## src/rtl/nibble_serial_pkg.sv

```systemverilog
// Shared types and constants for the nibble-serial adder.
// Holds the nibble width, the FSM state encoding and the nibble-count helper.
package nibble_serial_pkg;

   localparam int NIBBLE_W = 4;

   typedef enum logic [1:0] {
      IDLE = 2'd0,
      RUN  = 2'd1,
      DONE = 2'd2
   } state_e;

   function automatic int nibbles(input int width);
      return width / NIBBLE_W;
   endfunction

endpackage

```

## src/rtl/nibble_serial_if.sv

```systemverilog
// Operand/result handshake bundle for nibble_serial_adder.
// The sub signal exists only when NSA_SUB_EN is defined.
interface nibble_serial_if #(parameter int WIDTH = 16);

   logic             in_valid;
   logic             in_ready;
   logic [WIDTH-1:0] a;
   logic [WIDTH-1:0] b;
   logic             cin;
`ifdef NSA_SUB_EN
   logic             sub;
`endif
   logic             out_valid;
   logic             out_ready;
   logic [WIDTH-1:0] sum;
   logic             cout;
   logic             busy;

   modport master (
`ifdef NSA_SUB_EN
      output sub,
`endif
      output in_valid, a, b, cin, out_ready,
      input  in_ready, out_valid, sum, cout, busy
   );

   modport slave (
`ifdef NSA_SUB_EN
      input  sub,
`endif
      input  in_valid, a, b, cin, out_ready,
      output in_ready, out_valid, sum, cout, busy
   );

endinterface

```

## src/rtl/nibble_adder.sv

```systemverilog
// 4-bit ripple-carry adder built from full-adder cells.
module nibble_adder
   import nibble_serial_pkg::*;
(
   input  logic [NIBBLE_W-1:0] a,
   input  logic [NIBBLE_W-1:0] b,
   input  logic                cin,
   output logic [NIBBLE_W-1:0] s,
   output logic                cout
);

   logic [NIBBLE_W:0] c;

   assign c[0] = cin;

   for (genvar i = 0; i < NIBBLE_W; i++) begin : g_fa
      assign s[i]   = a[i] ^ b[i] ^ c[i];
      assign c[i+1] = (a[i] & b[i]) | (c[i] & (a[i] ^ b[i]));
   end

   assign cout = c[NIBBLE_W];

endmodule

```

## src/rtl/nibble_serial_adder.sv

```systemverilog
// Adds WIDTH-bit operands one nibble per clock through a single shared 4-bit adder.
// Define NSA_SUB_EN to add the sub input (A - B via inverted B and forced carry-in).
//
// state | meaning
// IDLE  | waiting for operands, in_ready high
// RUN   | one nibble added per cycle, LS nibble first
// DONE  | result held on sum/cout until the consumer takes it
module nibble_serial_adder
   import nibble_serial_pkg::*;
#(
   parameter int WIDTH = 16
)
(
   input  logic           clk,
   input  logic           rst,
   nibble_serial_if.slave bus
);

   localparam int NIB   = nibbles(WIDTH);
   localparam int CNT_W = $clog2(NIB + 1);

   state_e               state_q;
   logic [WIDTH-1:0]     a_q;
   logic [WIDTH-1:0]     b_q;
   logic [WIDTH-1:0]     sum_q;
   logic [WIDTH-1:0]     sum_d;
   logic                 carry_q;
   logic [CNT_W-1:0]     cnt_q;
   logic                 in_ready_q;
   logic                 out_valid_q;
   logic                 busy_q;
   logic                 sub_q;
   logic [NIBBLE_W-1:0]  add_b;
   logic [NIBBLE_W-1:0]  add_s;
   logic                 add_co;

`ifndef NSA_SUB_EN
   assign sub_q = 1'b0;
`endif

   assign add_b = b_q[NIBBLE_W-1:0] ^ {NIBBLE_W{sub_q}};
   // New nibble enters at the top, so after NIB shifts nibble 0 sits at the bottom.
   assign sum_d = {add_s, sum_q[WIDTH-1:NIBBLE_W]};

   nibble_adder u_adder (
      .a    (a_q[NIBBLE_W-1:0]),
      .b    (add_b),
      .cin  (carry_q),
      .s    (add_s),
      .cout (add_co)
   );

   always_ff @(posedge clk or posedge rst) begin
      if (rst) begin
         state_q     <= IDLE;
         a_q         <= '0;
         b_q         <= '0;
         sum_q       <= '0;
         carry_q     <= 1'b0;
         cnt_q       <= '0;
         in_ready_q  <= 1'b1;
         out_valid_q <= 1'b0;
         busy_q      <= 1'b0;
`ifdef NSA_SUB_EN
         sub_q       <= 1'b0;
`endif
      end else begin
         case (state_q)
            IDLE: begin
               if (bus.in_valid && in_ready_q) begin
                  a_q        <= bus.a;
                  b_q        <= bus.b;
                  cnt_q      <= '0;
`ifdef NSA_SUB_EN
                  sub_q      <= bus.sub;
                  carry_q    <= bus.sub ? 1'b1 : bus.cin;
`else
                  carry_q    <= bus.cin;
`endif
                  in_ready_q <= 1'b0;
                  busy_q     <= 1'b1;
                  state_q    <= RUN;
               end
            end
            RUN: begin
               sum_q   <= sum_d;
               a_q     <= a_q >> NIBBLE_W;
               b_q     <= b_q >> NIBBLE_W;
               carry_q <= add_co;
               cnt_q   <= cnt_q + 1'b1;
               if (cnt_q == CNT_W'(NIB - 1)) begin
                  out_valid_q <= 1'b1;
                  state_q     <= DONE;
               end
            end
            DONE: begin
               if (bus.out_ready) begin
                  out_valid_q <= 1'b0;
                  busy_q      <= 1'b0;
                  in_ready_q  <= 1'b1;
                  state_q     <= IDLE;
               end
            end
            default: begin
               out_valid_q <= 1'b0;
               busy_q      <= 1'b0;
               in_ready_q  <= 1'b1;
               state_q     <= IDLE;
            end
         endcase
      end
   end

   assign bus.in_ready  = in_ready_q;
   assign bus.out_valid = out_valid_q;
   assign bus.busy      = busy_q;
   assign bus.sum       = sum_q;
   assign bus.cout      = carry_q;

endmodule

```

## src/flat_wrapper.sv

```systemverilog
// flat-port wrapper written by rule: the top's interface ports become plain ports
module nibble_serial_adder_flat import nibble_serial_pkg::*;
#(
   parameter int WIDTH = 16
)
  (clk, rst, bus_in_valid, bus_a, bus_b, bus_cin, bus_out_ready, bus_in_ready, bus_out_valid, bus_sum, bus_cout, bus_busy);
  nibble_serial_if #(.WIDTH(WIDTH)) bus_i ();
  input  logic clk;
  input  logic rst;
  input wire logic [$bits(bus_i.in_valid)-1:0] bus_in_valid;
  input wire logic [$bits(bus_i.a)-1:0] bus_a;
  input wire logic [$bits(bus_i.b)-1:0] bus_b;
  input wire logic [$bits(bus_i.cin)-1:0] bus_cin;
  input wire logic [$bits(bus_i.out_ready)-1:0] bus_out_ready;
  output wire logic [$bits(bus_i.in_ready)-1:0] bus_in_ready;
  output wire logic [$bits(bus_i.out_valid)-1:0] bus_out_valid;
  output wire logic [$bits(bus_i.sum)-1:0] bus_sum;
  output wire logic [$bits(bus_i.cout)-1:0] bus_cout;
  output wire logic [$bits(bus_i.busy)-1:0] bus_busy;
  assign bus_i.in_valid = bus_in_valid;
  assign bus_i.a = bus_a;
  assign bus_i.b = bus_b;
  assign bus_i.cin = bus_cin;
  assign bus_i.out_ready = bus_out_ready;
  assign bus_in_ready = bus_i.in_ready;
  assign bus_out_valid = bus_i.out_valid;
  assign bus_sum = bus_i.sum;
  assign bus_cout = bus_i.cout;
  assign bus_busy = bus_i.busy;
  nibble_serial_adder #(.WIDTH(WIDTH)) u_core (.clk(clk), .rst(rst), .bus(bus_i));
endmodule
```

## config.mk

```make
export PLATFORM = sky130hd
export DESIGN_NAME = nibble_serial_adder_flat
export DESIGN_NICKNAME = d
export VERILOG_FILES = /design/src/rtl/nibble_serial_pkg.sv /design/src/rtl/nibble_serial_if.sv /design/src/rtl/nibble_adder.sv /design/src/rtl/nibble_serial_adder.sv /design/src/flat_wrapper.sv
export SDC_FILE = /design/constraint.sdc
export NUM_CORES = 1
export LEC_CHECK = 0
export ABC_CLOCK_PERIOD_IN_PS = 4200
export BUFFER_PORTS_ARGS = -buffer_cell sky130_fd_sc_hd__buf_4
export CORE_AREA = 2 2 70 72
export DETAILED_ROUTE_END_ITERATION = 16
export DIE_AREA = 0 0 72 74
export PLACE_DENSITY = 0.8
export SYNTH_ARGS = -nofsm -noshare
export SYNTH_HDL_FRONTEND = slang
export SYNTH_HIERARCHICAL = 1
export SYNTH_SLANG_ARGS = --single-unit
```

## constraint.sdc

```tcl
create_clock -name clk -period 4.2 [get_ports clk]
set_input_delay 0.84 -clock clk [delete_from_list [all_inputs] [get_ports clk]]
set_output_delay 0.84 -clock clk [all_outputs]
set_load 0.02 [all_outputs]
```

Word level (Yosys, flattened, before mapping)
Cells that the tools add are included.
Word-level totals
  word-level logic and storage cells: 65
  bits in registers: 57
  input port bits: 37
  output and inout port bits: 20
Cells by class
  $add $sub $neg: 1
  reduce and logical (&&, ||, !) cells: 7
  bitwise operators: 22
  multiplexer cells: 20
  eq/ne operators: 6
Operators by type and width (count)
  16-bit case mux with 2 select lines: 2
  16-bit 2-to-1 mux: 2
  1-bit case mux with 3 select lines: 3
  3-bit AND reduction: 3
  1-bit AND: 8
  1-bit bitwise XOR: 8
  1-bit 2-to-1 mux: 6
  2-bit 2-to-1 mux: 3
  2-bit case mux with 3 select lines: 1
  3-bit case mux with 2 select lines: 1
  2-bit by 1-bit inequality test with 1-bit output, second input constant: 2
  1-bit OR: 4
  3-bit by 1-bit adder with 3-bit output, second input constant: 1
  3-bit by 2-bit == test with 1-bit output, second input constant: 1
  3-bit 2-to-1 mux: 1
  2-bit by 1-bit == test with 1-bit output, second input constant: 1
  2-bit == test, second input constant: 1
  2-bit zero test: 1
  2-bit inequality test, second input constant: 1
  1-bit inverter: 2
  1-bit case mux with 2 select lines: 1
  2-bit AND reduction: 1
  2-bit nonzero test: 1
  1-bit logical AND: 1

Logic depth before layout (Yosys ltp)
  depth in word-level cells: 10
  gate-level depth with buffers: 10

Cells and area by module
Netlist, hierarchy kept.
Modules (own cells, without submodules)
  nibble_serial_adder: cells an instance 234, area each 2479.9 um^2, times used 1
  nibble_adder: cells an instance 14, area each 117.6 um^2, times used 1

Worst setup path after synthesis
Ideal clock, no wire load.
  kind: register to register
  start point: register u_core.carry_q, in the netlist u_core/bus.cout
  end point: register u_core.sum_q[15], in the netlist u_core/bus.sum[15]
  required time: 4135 ps
  library setup time: 65 ps
  setup slack: 2118 ps
  arrival: 2017 ps
  stages on the path, launching flop included: 11
  cells stage by stage: dfrtp_1 -> fa_1 -> inv_1 -> fa_1 -> inv_1 -> fa_1 -> inv_1 -> fa_1 -> inv_1 -> nand2_1 -> nand2_1
Between the ends
  word-level cells in the longest chain between the ends: 7
RTL lines
  start, declared: RTL line nibble_serial_adder.sv:27  | logic carry_q;
  start signal, assigned: RTL line nibble_serial_adder.sv:78  | carry_q <= bus.cin;
  start signal, assigned: RTL line nibble_serial_adder.sv:89  | carry_q <= add_co;
  1-bit AND: RTL line nibble_adder.sv:18  | assign c[i+1] = (a[i] & b[i]) | (c[i] & (a[i] ^ b[i]));
  1-bit OR: RTL line nibble_adder.sv:18
  1-bit AND: RTL line nibble_adder.sv:18
  1-bit OR: RTL line nibble_adder.sv:18
  1-bit AND: RTL line nibble_adder.sv:18
  1-bit OR: RTL line nibble_adder.sv:18
  1-bit bitwise XOR: RTL line nibble_adder.sv:17  | assign s[i] = a[i] ^ b[i] ^ c[i];
  named net u_core.add_s[3]: RTL line nibble_serial_adder.sv:34  | logic [NIBBLE_W-1:0] add_s;
  end signal, assigned: RTL line nibble_serial_adder.sv:86  | sum_q <= sum_d;
  end, declared: RTL line nibble_serial_adder.sv:25  | logic [WIDTH-1:0] sum_q;
The timed path passes the listed nets, and every way through them passes these cells.
A chain may end at the register's enable or synchronous reset.

Worst setup path in the final report
  start point: input bus_in_valid
  end point: register u_core.a_q[2]
Between the ends
  word-level cells in the longest chain between the ends: 3
RTL lines
  start, declared: RTL line flat_wrapper.sv:10  | input wire logic [$bits(bus_i.in_valid)-1:0] bus_in_valid;
  1-bit logical AND: RTL line nibble_serial_adder.sv:70  | if (bus.in_valid && in_ready_q) begin
  2-bit by 1-bit inequality test with 1-bit output (no source line)
  2-bit AND reduction (no source line)
  end signal, assigned: RTL line nibble_serial_adder.sv:71  | a_q <= bus.a;
  end signal, assigned: RTL line nibble_serial_adder.sv:87  | a_q <= a_q >> NIBBLE_W;
  end, declared: RTL line nibble_serial_adder.sv:23  | logic [WIDTH-1:0] a_q;
Every way passes these cells.

==> flow_summary.json <==
{
  "pwr-share-seq_pct": 40.6,
  "fin_nets": 343,
  "post_cts_resized": 0,
  "post-route-period-util_pct": 58.9,
  "fp.dieW_microns": 72,
  "first_pass_iters": 4,
  "synth_fp_nets": 291,
  "cts_setup_buffers": 0,
  "fin_crit_ns": 2.47,
  "synth_edf_count": 0,
  "root_buffer": "clkbuf_8",
  "io_buffers": 56,
  "cap_violations": 0,
  "synthCells": 248,
  "antenna_found_initial": 0,
  "grt_pass1_wl_microns": 8470,
  "p_leak_nw": 1.63,
  "arrival_ns": 2.63,
  "criticalPathCategory": "primary input to register",
  "cp-end-kind": "register",
  "cts_hold_buffers": 0,
  "ant_nets": 0,
  "drtIter0Drc": 75,
  "cts_sinks": 57,
  "maxSlewViolCount": 0,
  "clkLatencyLatePin_ns": 0.33,
  "synth_area_per_cell_sq_um": 10.5,
  "core_area_sq_um": 4600,
  "ys_seq_elements": 57,
  "die-area_sq_um": 5330,
  "tns_ns": 0,
  "hold_path_class": "register to register",
  "gp_congestion": 0.767,
  "dpl.hpwl_microns": 3390,
  "p_comb_share_pct": 40.5,
  "grt_pass1_vias": 1898,
  "relSlewSlack_pct": 26.5,
  "required_ns": 4.36,
  "rsz0062_at_grt": "false",
  "wl_per_cell_microns": 13.9,
  "grt_usage_pct": 21.2,
  "grt_max_degree": 37,
  "max_freq_mhz": 404,
  "via_per_inst": 5.40,
  "ys.warnings.count": 6,
  "fin_skew_ns": 0.00397,
  "io_pins": 57,
  "die_y_microns": 74,
  "layout_common_cells": "buf_4, dfrtp_1, nand2_1",
  "yosysSeqAreaShare_pct": 55.0,
  "num_antenna_cells": 0,
  "switching_power_uw": 917,
  "synthesis.area_sq_um": 2600,
  "hold_viol": 0,
  "synthFlopType": "dfrtp_1",
  "cts_made_buffers": 9,
  "htree_levels": 3,
  "worstSetupStartpointType": "primary input",
  "cp_max_fo": 34,
  "layout_commonest_cell": "buf_4",
  "synthArstFlopShare_pct": 100,
  "tightest_slew_ns": 1.10,
  "intPower_mw": 1.44,
  "num_vias": 1939,
  "ir_worst_vdd_mv": 0.368,
  "synthToLayoutAreaGrowth_pct": 22.0,
  "setup_viol": 0,
  "yosysUniqueCellTypes": 27,
  "finalWirelength_microns": 4980,
  "fin_util_pct": 68.9,
  "gr-total-overflow": 0,
  "clkSlewWorstSetupHoldPaths_ns": 0.06,
  "p_per_area_nw_per_um2": 745,
  "p_clk_share_pct": 18.9,
  "drc": 0,
  "cts_buffer_depth": 2,
  "start_util_pct": 56.5,
  "run_status": "finished clean",
  "rows": 25,
  "cts_tree": "yes",
  "drive_gt1_share_pct": 25.2,
  "swShare_pct": 38.8
}
==> layer usage <==
| layer | wire length, microns | track usage, % | share of wire [%] |
|---|---|---|---|
| met1 | 2220 | 26.0 | 45 |
| met2 | 2400 | 35.0 | 48 |
| met3 | 283 | 7.72 | 5.7 |
| met4 | 82 | 7.76 | 1.6 |
| met5 | 0 | 0 | 0 |
==> Yosys cell counts (5+ instances only) <==
cell type / n / area share [%]
dfrtp_1: 56 / 54
o21ai_0: 40 / 7.7
inv_1: 14 / 2.0
a22o_1: 9 / 3.0
mux2i_1: 25 / 9.6
nand2_1: 51 / 7.4
clkbuf_1: 5 / 0.72
o21ai_1: 11 / 2.1
==> worst max-delay path, cell delays in order <==
cell and delay, ns:
buf_4 0.13, a21oi_4 0.49, or2_1 0.92, o21ai_0 0.25
==> cell families after synthesis <==
group                    count (synthesis)  synth area share, %
AO/OA/AOI/OAI                           70                 15.9
AND/OR/NAND/NOR                         59                 9.06
flip-flops                              57                 55.0
buffers and inverters                   31                 6.41
multiplexers                            25                 9.63
adder cells (fa/ha/maj)                  6                 4.05
==> per-stage QoR <==
step	setup WS, ns	hold WS, ns	power (mW)	area, sq um	cells
after floorplan	1.96	0.446	1.68	2600	248
after global placement	1.48	0.461	1.89	2990	343
after detailed placement	1.42	0.471	1.93	2990	343
after CTS	1.78	0.479	2.38	3170	359
after global routing	1.56	0.498	2.56	3170	359
final	1.73	0.477	2.36	3170	359
==> power groups by stage <==
stage	Clock (mW)	Sequential, mW	Combinational [mW]
after floorplan	0	1.01	0.673
after detailed placement	0	0.972	0.960
after CTS	0.458	0.962	0.963
final	0.447	0.960	0.955
after global routing	0.487	0.993	1.08
after global placement	0	0.960	0.927
==> area by class of cell <==
class                           instances  area (sq um)
Multi-Input combinational cell        160          1010
Clock buffer                           13           159
Tap cell                               54          67.6
Fill cell                             370          1430
Inverter                               14          52.6
Timing Repair Buffer                   58           435
Sequential cell                        57          1430
Clock inverter                          3          15.0
==> state kept, by name, summed over array words and instances, names as in the netlist <==
register	count
u_core/bus.in_ready	1
u_core/a_q	16
u_core/bus.busy	1
u_core/b_q	16
u_core/state_q	2
u_core/cnt_q	3
u_core/bus.cout	1
u_core/bus.out_valid	1
u_core/bus.sum	16
==> final timing paths <==
check,startpoint,end,slack [ns],depth (start not counted)
hold / removal,u_core/cnt_q[0]$_DFFE_PP0P_,u_core/cnt_q[0]$_DFFE_PP0P_,0.48,1
min in group asynchronous,rst,u_core/bus.sum[15]$_DFFE_PP0P_,0.64,2
setup reg to reg,u_core/state_q[0]$_DFFE_PP0P_,u_core/a_q[2]$_DFFE_PP0P_,1.84,3
setup / recovery,bus_in_valid,u_core/a_q[2]$_DFFE_PP0P_,1.73,4
max in group asynchronous,rst,u_core/bus.in_ready$_DFFE_PP1P_,2.73,3
hold reg to reg,u_core/cnt_q[0]$_DFFE_PP0P_,u_core/cnt_q[0]$_DFFE_PP0P_,0.48,1
No activity file was read; power rests on OpenSTA's default activity.
